===== src/rtl/uart_cmd_pkg.sv =====
// Shared constants and types for the UART command framer: state codes,
// default header bytes, the baud register address and the register-write payload.
package uart_cmd_pkg;

    localparam int unsigned ST_W   = 3;
    localparam int unsigned BAUD_W = 3;

    localparam logic [ST_W-1:0] ST_IDLE = 3'd0;
    localparam logic [ST_W-1:0] ST_H1   = 3'd1;
    localparam logic [ST_W-1:0] ST_ADDR = 3'd2;
    localparam logic [ST_W-1:0] ST_DH   = 3'd3;
    localparam logic [ST_W-1:0] ST_DL   = 3'd4;
    localparam logic [ST_W-1:0] ST_CHK  = 3'd5;

    localparam logic [7:0] HDR0_DEF  = 8'h55;
    localparam logic [7:0] HDR1_DEF  = 8'hA5;
    localparam logic [7:0] ADDR_BAUD = 8'h00;

    typedef struct packed {
        logic [7:0]  addr;
        logic [15:0] wdata;
    } reg_wr_t;

endpackage


===== src/rtl/uart_frame_timer.sv =====
// Inter-byte timeout counter: counts idle cycles while enabled, clears on
// every byte, and flags expiry on the cycle the count reaches TIMEOUT_CYC-1.
module uart_frame_timer
    import uart_cmd_pkg::*;
#(
    parameter int unsigned TIMEOUT_CYC = 500000,
    parameter int unsigned CNT_W       = 20
) (
    input  logic clk,
    input  logic rst,
    input  logic en_i,
    input  logic clr_i,
    output logic expire_c_o
);

    localparam logic [CNT_W-1:0] CNT_MAX = CNT_W'(TIMEOUT_CYC - 1);

    logic [CNT_W-1:0] cnt_q;
    logic [CNT_W-1:0] cnt_d;

    // A byte arriving on the expiry cycle wins over the timeout.
    always_comb begin
        expire_c_o = en_i && !clr_i && (cnt_q == CNT_MAX);
    end

    always_comb begin
        cnt_d = cnt_q + CNT_W'(1);
        if (clr_i || !en_i || expire_c_o) begin
            cnt_d = '0;
        end
    end

    always_ff @(posedge clk or posedge rst) begin
        if (rst) begin
            cnt_q <= '0;
        end else begin
            cnt_q <= cnt_d;
        end
    end

endmodule


===== src/rtl/uart_cmd_frame_ctrl.sv =====
// Parses UART bytes into command frames and issues one register write per good frame.
// UART_CMD_CHKSUM_EN selects the 6-byte frame with checksum; otherwise frames are 5 bytes.
module uart_cmd_frame_ctrl
    import uart_cmd_pkg::*;
#(
    parameter logic [7:0]        HDR0        = HDR0_DEF,
    parameter logic [7:0]        HDR1        = HDR1_DEF,
    parameter int unsigned       TIMEOUT_CYC = 500000,
    parameter int unsigned       CNT_W       = 20,
    parameter logic [BAUD_W-1:0] BAUD_RST    = 3'd0
) (
    input  logic              clk,
    input  logic              rst,
    input  logic [7:0]        rx_byte_i,
    input  logic              rx_done_i,
    output logic [BAUD_W-1:0] baud_set_o,
    output logic [7:0]        reg_addr_o,
    output logic [15:0]       reg_wdata_o,
    output logic              reg_wr_o,
    output logic              frame_err_o,
    output logic              busy_o
);

    logic [ST_W-1:0]   state_q, state_d;
    logic [7:0]        addr_q, addr_d;
    logic [7:0]        dh_q, dh_d;
    reg_wr_t           wr_q, wr_d;
    logic              reg_wr_q, reg_wr_d;
    logic              frame_err_q, frame_err_d;
    logic              busy_q, busy_d;
    logic [BAUD_W-1:0] baud_q, baud_d;
    logic              expire_c;
`ifdef UART_CMD_CHKSUM_EN
    logic [7:0]        dl_q, dl_d;
    logic [7:0]        chk_q, chk_d;
`endif

    uart_frame_timer #(
        .TIMEOUT_CYC (TIMEOUT_CYC),
        .CNT_W       (CNT_W)
    ) u_timer (
        .clk        (clk),
        .rst        (rst),
        .en_i       (state_q != ST_IDLE),
        .clr_i      (rx_done_i),
        .expire_c_o (expire_c)
    );

    always_ff @(posedge clk or posedge rst) begin
        if (rst) begin
            state_q <= ST_IDLE;
        end else begin
            state_q <= state_d;
        end
    end

    always_comb begin
        state_d = state_q;
        if (rx_done_i) begin
            case (state_q)
                ST_IDLE: if (rx_byte_i == HDR0) state_d = ST_H1;
                ST_H1: begin
                    if (rx_byte_i == HDR1)      state_d = ST_ADDR;
                    else if (rx_byte_i != HDR0) state_d = ST_IDLE;
                end
                ST_ADDR: state_d = ST_DH;
                ST_DH:   state_d = ST_DL;
`ifdef UART_CMD_CHKSUM_EN
                ST_DL:   state_d = ST_CHK;
                ST_CHK:  state_d = ST_IDLE;
`else
                ST_DL:   state_d = ST_IDLE;
`endif
                default: state_d = ST_IDLE;
            endcase
        end else if (expire_c) begin
            state_d = ST_IDLE;
        end
    end

    // Field capture, commit of completed frames and error pulses.
    always_comb begin
        addr_d      = addr_q;
        dh_d        = dh_q;
        wr_d        = wr_q;
        reg_wr_d    = 1'b0;
        frame_err_d = 1'b0;
        baud_d      = baud_q;
        busy_d      = (state_d != ST_IDLE);
`ifdef UART_CMD_CHKSUM_EN
        dl_d        = dl_q;
        chk_d       = chk_q;
`endif
        if (rx_done_i) begin
            case (state_q)
                ST_ADDR: begin
                    addr_d = rx_byte_i;
`ifdef UART_CMD_CHKSUM_EN
                    chk_d  = rx_byte_i;
`endif
                end
                ST_DH: begin
                    dh_d  = rx_byte_i;
`ifdef UART_CMD_CHKSUM_EN
                    chk_d = chk_q + rx_byte_i;
`endif
                end
`ifdef UART_CMD_CHKSUM_EN
                ST_DL: begin
                    dl_d  = rx_byte_i;
                    chk_d = chk_q + rx_byte_i;
                end
                ST_CHK: begin
                    if (rx_byte_i == chk_q) begin
                        reg_wr_d = 1'b1;
                        wr_d     = '{addr: addr_q, wdata: {dh_q, dl_q}};
                        if (addr_q == ADDR_BAUD) baud_d = dl_q[BAUD_W-1:0];
                    end else begin
                        frame_err_d = 1'b1;
                    end
                end
`else
                ST_DL: begin
                    reg_wr_d = 1'b1;
                    wr_d     = '{addr: addr_q, wdata: {dh_q, rx_byte_i}};
                    if (addr_q == ADDR_BAUD) baud_d = rx_byte_i[BAUD_W-1:0];
                end
`endif
                default: ;
            endcase
        end else if (expire_c) begin
            frame_err_d = 1'b1;
        end
    end

    always_ff @(posedge clk or posedge rst) begin
        if (rst) begin
            addr_q      <= '0;
            dh_q        <= '0;
            wr_q        <= '0;
            reg_wr_q    <= 1'b0;
            frame_err_q <= 1'b0;
            busy_q      <= 1'b0;
            baud_q      <= BAUD_RST;
`ifdef UART_CMD_CHKSUM_EN
            dl_q        <= '0;
            chk_q       <= '0;
`endif
        end else begin
            addr_q      <= addr_d;
            dh_q        <= dh_d;
            wr_q        <= wr_d;
            reg_wr_q    <= reg_wr_d;
            frame_err_q <= frame_err_d;
            busy_q      <= busy_d;
            baud_q      <= baud_d;
`ifdef UART_CMD_CHKSUM_EN
            dl_q        <= dl_d;
            chk_q       <= chk_d;
`endif
        end
    end

    assign baud_set_o  = baud_q;
    assign reg_addr_o  = wr_q.addr;
    assign reg_wdata_o = wr_q.wdata;
    assign reg_wr_o    = reg_wr_q;
    assign frame_err_o = frame_err_q;
    assign busy_o      = busy_q;

endmodule


===== config.mk =====
export PLATFORM = sky130hd
export DESIGN_NAME = uart_cmd_frame_ctrl
export DESIGN_NICKNAME = d
export VERILOG_FILES = /design/src/rtl/uart_cmd_pkg.sv /design/src/rtl/uart_frame_timer.sv /design/src/rtl/uart_cmd_frame_ctrl.sv
export SDC_FILE = /design/constraint.sdc
export NUM_CORES = 1
export LEC_CHECK = 0
export BUFFER_PORTS_ARGS = -buffer_cell sky130_fd_sc_hd__buf_4
export CAP_MARGIN = 20
export CELL_PAD_IN_SITES_DETAIL_PLACEMENT = 0
export CELL_PAD_IN_SITES_GLOBAL_PLACEMENT = 1
export CORE_UTILIZATION = 48
export CTS_BUF_LIST = sky130_fd_sc_hd__clkbuf_4 sky130_fd_sc_hd__clkbuf_8
export DETAILED_ROUTE_END_ITERATION = 10
export PLACE_DENSITY = 0.86
export SLEW_MARGIN = 20
export SYNTH_ARGS = -nofsm -noshare
export SYNTH_HDL_FRONTEND = slang
export SYNTH_HIERARCHICAL = 1
export SYNTH_SLANG_ARGS = --single-unit

===== constraint.sdc =====
create_clock -name clk -period 3.03 [get_ports clk]
set_clock_uncertainty 0.15 [all_clocks]
set_input_delay 0 -clock clk [delete_from_list [all_inputs] [get_ports clk]]
set_output_delay 0 -clock clk [all_outputs]
set_load 0.01 [all_outputs]

==> run summary, run 1 <==
outcome: finished clean
Max Slew Vio Count: 0
setup TNS: 0 ns
Simple-Gate Fraction of Synth Area: 15.73%
share of layout cells above drive strength 1: 31.27%
Worst Path Class, Setup: flip-flop to flip-flop
Mean Syn Cell Area: 12.93 um^2
worst slew pin tran: 0.7930 ns
Startpoint Class: flip-flop
f_max: 371.1 MHz
met3 Use GR: 6.932%
Seq cells post-synth: 69
post-synthesis async set-or-reset flop share: 100.0%
most used cell, CP: nor2_1
detailed-placement wirelength estimate: 3881 um
Max Cap Violations: 0
Sw Share: 22.51%
unrepaired setup endpoints after global routing: no
Synth Area in Compound Gates: 2.272%
grt met2 use: 27.46%
Comb pwr share: 3.0%
PD cells: 459.7 nW/um^2
clock latency on the worst-skew pair: 0.35 ns
largest family of logic cells by synthesized area: multiplexers
Post-synth EDFFs: 0
DRC Markers: 0
pin count of the biggest net entering global routing: 50
Clk pwr share: 41.5%
CTS H-tree lvls: 3
Psw: 374.1 uW
cell chosen for the clock root: clkbuf_8
Tot GR Track Use: 19.49%
Seq/Total Area, Yosys: 58.06%
most frequent cells in the layout: 69 x dfrtp_1, 42 x buf_4, 26 x mux2_2
Slowest-stage cell, CP: dfrtp_1
post-synthesis adder-cell area fraction: 0.4207%
Resized cells post-CTS: 0
DR vias: 1948
post-route worst setup slack: 0.3355 ns
Flop pwr share: 55.4%
first-pass GRT wire length: 9114 um
Layout area overhead: 21.54%
Die H: 80.72 um
met1 Resource Use GR: 26.04%
worst r2r src: u_timer/cnt_q[0]$_DFF_PP0_
CP startpoint: u_timer/cnt_q[0]$_DFF_PP0_
crit path time final: 2.694 ns
initial antenna violation count: 0
internal power: 1288 uW
cts bufs inserted: 9
Post-Syn Area: 2974 um^2
Levels on crit path: 9
post-DR wirelength/cell: 15.52 um
Rows: 28
cell depth of the worst flop-to-flop path: 9
commonest non-fill, non-tap cell in the layout: dfrtp_1
vias in the first global route: 1854
post-synthesis mux area share: 16.62%
IO Count: 41
Initial DRT Pass Iterations: 4
Final Cycle Share: 88.93%
Final ANT Viol Nets: 0
WP buf/inv: 0
Yosys cell types: 37
Worst Path Required: 3.11 ns
Synthesis Warnings: 6
Max clock buf depth: 2
CP arrival: 2.77 ns
Starting Density: 49.94%
GRT overflow: 0
fin area: 3615 um^2
final-report hold violation count: 0
Main synth FF type: dfrtp_1
IO buf count: 40
CP top delay family: simple AND/OR/NAND/NOR gates
final RePlAce weighted congestion: 0.7728
placed instance area: 3332 um^2
Min-Delay Path Class: input port to async pin
Post-Route WL: 5682 um
Critical Path End Type: flip-flop
DIE WIDTH: 80.72 um
crit path max fanout: 8
leakage power: 0.001754 uW
Mapped Nets: 242
DP Worst Slack: 0.3687 ns
antenna diode count: 0
clk slew on worst S/H paths: 0.07 ns
# setup viols final: 0
clk sinks: 69
Peak VDD IR: 0.3313 mV
Rel. slew slack: 47.07%
starting DRC count in detailed routing: 113
Vias/cell: 5.322
crit-path cells: ha_1 -> nand4_2 -> nor4b_1 -> nand4_1 -> nor2_1 -> nor2_1 -> a21oi_1 -> a21bo_1 -> or3_1
CTS tree: done
xor and xnor area share after synthesis: 4.417%
GR peak layer: met2
Mapped Cells: 230
Core ar.: 5956 um^2
nets: 298
Die Area: 6515 um^2
CP max stage delay: 0.43 ns
[state kept, by name, summed over array words and instances (netlist names), 3 cells and up]
register	count
addr_q	8
state_q	3
reg_wdata_o	16
reg_addr_o	8
u_timer/cnt_q	20
dh_q	8
baud_set_o	3
[metal layers]
metal,routed length [um],vias up
li1,-,936
met1,2680,955
met2,2557,44
met3,327,13
met4,116,0
met5,0,-
[repair_timing]
item                                    CTS  global route
hold buffers                             10             0
endpoints found under the setup margin    0             0
endpoints found under the hold margin   101             0
setup buffers                             0             0
[final cells by class]
type / instances / area, um^2
inverters: 6 / 23.77
flip-flops and latches: 69 / 1727
well taps: 75 / 93.84
multi-input cells: 148 / 1174
clock buffers: 12 / 158.9
clock inverters: 4 / 22.52
repair buffers: 52 / 415.4
fillers: 488 / 2341
[tightest hold or removal path, stage by stage]
cell	delay, ns
dlygate4sd3_1	0.54
buf_4	0.14
clkinv_2	0.52
[Yosys cell counts (2+ instances only)]
library cell	count	share of area (%)
nand4_4	2	1.4
buf_4	4	1.0
nor3_1	5	0.84
a21oi_1	3	0.50
nand2_1	9	1.1
nand2b_1	2	0.42
nor4b_1	2	0.59
or3_1	4	0.84
dfrtp_1	69	58
inv_1	6	0.76
xor2_1	3	0.88
nor2_1	24	3.0
nor4_1	8	1.7
mux2_2	26	9.8
xnor2_1	12	3.5
nand3_1	6	1.0
o21ai_0	2	0.34
mux2_1	17	6.4
nor4bb_1	3	1.0
nand4_1	5	1.1
buf_2	2	0.34
[through the flow]
stage / utilization, % / cells / hold slack, ns / power, uW
2_1_floorplan: - / 230 / -0.1862 / 956.8
4_1_cts: 60.67 / 366 / 0.2152 / 1677
3_5_place_dp: 55.95 / 340 / 0.03982 / 980.8
5_1_grt: 60.69 / 366 / 0.2684 / 1721
6_report: 60.69 / 366 / 0.1961 / 1662
3_3_place_gp: 55.95 / 340 / 0.03346 / 980.7
[worst paths after layout]
path	end	slack (ns)
max in group asynchronous	reg_wdata_o[5]$_DFFE_PP0P_	2.05
setup reg to reg	busy_o$_DFF_PP0_	0.34
hold / removal	dh_q[3]$_DFFE_PP0P_	0.20
min in group clk	frame_err_o$_DFF_PP0_	0.25
setup / recovery	busy_o$_DFF_PP0_	0.34
hold reg to reg	reg_wdata_o[6]$_DFFE_PP0P_	0.34
[power by group through the flow]
stage          logic [uW]  registers [uW]  clock network [uW]
3_5_place_dp         42.1             939                   0
5_1_grt              57.9             920                 742
4_1_cts              52.3             921                 704
2_1_floorplan        18.1             939                   0
6_report             50.5             921                 690
3_3_place_gp         42.0             939                   0
[kinds of logic (layout without fill, tap and decap cells)]
logic type,after synthesis,count (layout)
muxes,44,44
adders and majority gates,1,1
xor gates and xnor gates,15,15
AOI/OAI and AO/OA,10,10
buffers and inverters,13,74
and+or+nand+nor,78,78
DFF,69,69
No activity file was read; power rests on OpenSTA's default activity.
==> inputs of run 2 (changes only) <==
--- a/config.mk
+++ b/config.mk
@@ -9,10 +9,11 @@
 export CAP_MARGIN = 20
 export CELL_PAD_IN_SITES_DETAIL_PLACEMENT = 0
 export CELL_PAD_IN_SITES_GLOBAL_PLACEMENT = 1
+export CORE_MARGIN = 3
 export CORE_UTILIZATION = 48
 export CTS_BUF_LIST = sky130_fd_sc_hd__clkbuf_4 sky130_fd_sc_hd__clkbuf_8
 export DETAILED_ROUTE_END_ITERATION = 10
-export PLACE_DENSITY = 0.86
+export PLACE_DENSITY = 0.82
 export SLEW_MARGIN = 20
 export SYNTH_ARGS = -nofsm -noshare
 export SYNTH_HDL_FRONTEND = slang
==> run summary, run 2 (synthesis gave the netlist of run 1 again) <==
cell depth of the worst flop-to-flop path: 9 (unchanged)
post-DR wirelength/cell: 14.67 um (-5.5%)
CP startpoint: u_timer/cnt_q[0]$_DFF_PP0_
max FFs per register: 20 (unchanged)
crit path time final: 2.592 ns (-0.1021 ns)
IO buf count: 40 (unchanged)
Layout area overhead: 23.56%
nets: 300 (+0.67%)
Top reg by flops: u_timer/cnt_q
Final Cycle Share: 85.56% (-3.4 points)
met3 Use GR: 4.318% (-2.6 points)
starting DRC count in detailed routing: 94 (-17%)
fin area: 3675 um^2 (+1.7%)
Rel. slew slack: 35.51% (-12 points)
Max clock buf depth: 2 (unchanged)
Fill cells: 471 (-3.5%)
Starting Density: 49.94% (unchanged)
Critical Path End Type: flip-flop
r2r setup slk: 0.44 ns (+0.10 ns)
fin cells: 368 (+0.55%)
Core ar.: 5956 um^2 (unchanged)
share of layout cells above drive strength 1: 31.74% (+0.47 points)
commonest non-fill, non-tap cell in the layout: dfrtp_1
most frequent cells in the layout: 69 x dfrtp_1, 44 x buf_4, 26 x mux2_2
Peak VDD IR: 0.3644 mV (+10%)
clk sinks: 69 (unchanged)
first-pass GRT wire length: 9687 um (+6.3%)
GRT overflow: 0 (unchanged)
Max Slew Vio Count: 0 (unchanged)
CTS H-tree lvls: 3 (unchanged)
worst slew pin tran: 0.9659 ns (+0.1729 ns)
clock latency on the worst-skew pair: 0.33 ns (-0.02 ns)
Die H: 84.72 um (+5.0%)
initial antenna violation count: 0 (unchanged)
detailed-placement wirelength estimate: 3802 um (-2.0%)
CP arrival: 2.66 ns (-0.11 ns)
final RePlAce weighted congestion: 0.7792 (+0.83%)
DRC Markers: 0 (unchanged)
final-report hold violation count: 0 (unchanged)
area of the multi-input gates: 1174 um^2 (unchanged)
crit path max fanout: 6 (-2)
crit-path cells: ha_1 -> nand4_2 -> nor4b_1 -> nand4_1 -> nor2_1 -> nor2_1 -> a21oi_1 -> a21bo_1 -> or3_1
Final ANT Viol Nets: 0 (unchanged)
GR peak layer: met2
Worst Path Class, Setup: flip-flop to flip-flop
Vias/cell: 5.280 (-0.80%)
met1 Resource Use GR: 24.25% (-1.8 points)
WP buf/inv: 0 (unchanged)
cell chosen for the clock root: clkbuf_8
register area: 1727 um^2 (unchanged)
Startpoint Class: flip-flop
unrepaired setup endpoints after global routing: no
leakage power: 0.001783 uW (+1.7%)
Max Cap Violations: 0 (unchanged)
DIE WIDTH: 84.72 um (+5.0%)
f_max: 385.7 MHz (+3.9%)
placed instance area: 3347 um^2 (+0.45%)
Worst Path Required: 3.09 ns (-0.02 ns)
FF-to-FF End: busy_o$_DFF_PP0_
# setup viols final: 0 (unchanged)
Core Util, Final: 61.70% (+1.0 points)
CP top delay family: simple AND/OR/NAND/NOR gates
Tot Pwr: 1808 uW (+8.8%)
IO Count: 41 (unchanged)
most used cell, CP: nor2_1
placed cells: 342 (+0.59%)
Resized cells post-CTS: 0 (unchanged)
outcome: finished clean
setup TNS: 0 ns (unchanged)
clk slew on worst S/H paths: 0.08 ns (about the same)
Slowest-stage cell, CP: dfrtp_1
antenna diode count: 0 (unchanged)
Tot GR Track Use: 16.99% (-2.5 points)
PD cells: 492.0 nW/um^2 (+7.0%)
worst r2r src: u_timer/cnt_q[0]$_DFF_PP0_
Post-Route WL: 5398 um (-5.0%)
CTS tree: done
CP max stage delay: 0.43 ns (about the same)
DR vias: 1943 (-0.26%)
Min-Delay Path Class: input port to async pin
grt met2 use: 24.63% (-2.8 points)
vias in the first global route: 2057 (+11%)
Initial DRT Pass Iterations: 4 (unchanged)
pin count of the biggest net entering global routing: 50 (unchanged)
Die Area: 7177 um^2 (+10%)
cts bufs inserted: 9 (unchanged)
Rows: 28 (unchanged)
==> run 2: cell types whose count changed in the layout (fill, tap and decap cells not counted), sizes merged <==
cell      change
inv           +4
clkbuf        -3
buf           +2
bufinv        +2
clkinv        -2
clkinvlp      -1
==> run 2: worst reg2reg max path: stages, from the launching register on <==
cell	delay [ns]
dfrtp_1	0.43
ha_1	0.24
nand4_2	0.13
nor4b_1	0.41
nand4_1	0.18
nor2_1	0.18
nor2_1	0.08
a21oi_1	0.13
a21bo_1	0.21
or3_1	0.33
==> run 2: worst max-delay path by stage <==
stage / end / slack, ns / cells past startpoint
after floorplan: busy_o$_DFF_PP0_ / 0.59 / 9
after CTS: busy_o$_DFF_PP0_ / 0.44 / 9
final: busy_o$_DFF_PP0_ / 0.44 / 9
after global placement: busy_o$_DFF_PP0_ / 0.47 / 9
after detailed placement: busy_o$_DFF_PP0_ / 0.46 / 9
after global routing: busy_o$_DFF_PP0_ / 0.14 / 9
==> run 2: power breakdown <==
group | internal [uW] | switching, uW
combinational | 20.1 | 29.6
sequential | 920 | 0.256
clock | 475 | 363
total | 1420 | 393
==> run 2: layout make-up <==
| type | count | area share, % |
|---|---|---|
| well taps | 75 | 2.554 |
| clock buffers | 9 | 3.371 |
| inverters | 6 | 0.6129 |
| repair buffers | 54 | 11.71 |
| clock inverters | 7 | 2.826 |
| multi-input cells | 148 | 31.94 |
| flip-flops and latches | 69 | 46.99 |
==> run 2: repair_timing <==
action | in CTS | in global routing
setup buffers | 0 | 0
hold buffers | 10 | 0
endpoints found under the hold margin | 102 | 0
==> run 2: per-layer routing <==
layer  up-vias  part of all wire (%)
met5         -                     0
met4         0                   1.7
met3         8                   4.0
met2        31                    45
met1       963                    49
li1        941                     -
==> run 2: through the flow <==
stage               hold slack, ns  setup WS (ns)
global route                0.2943         0.1378
finish                      0.2297         0.4376
CTS                         0.2438         0.4378
detailed placement         0.05028         0.4605
floorplan                  -0.1862         0.5924
global placement           0.05192         0.4711
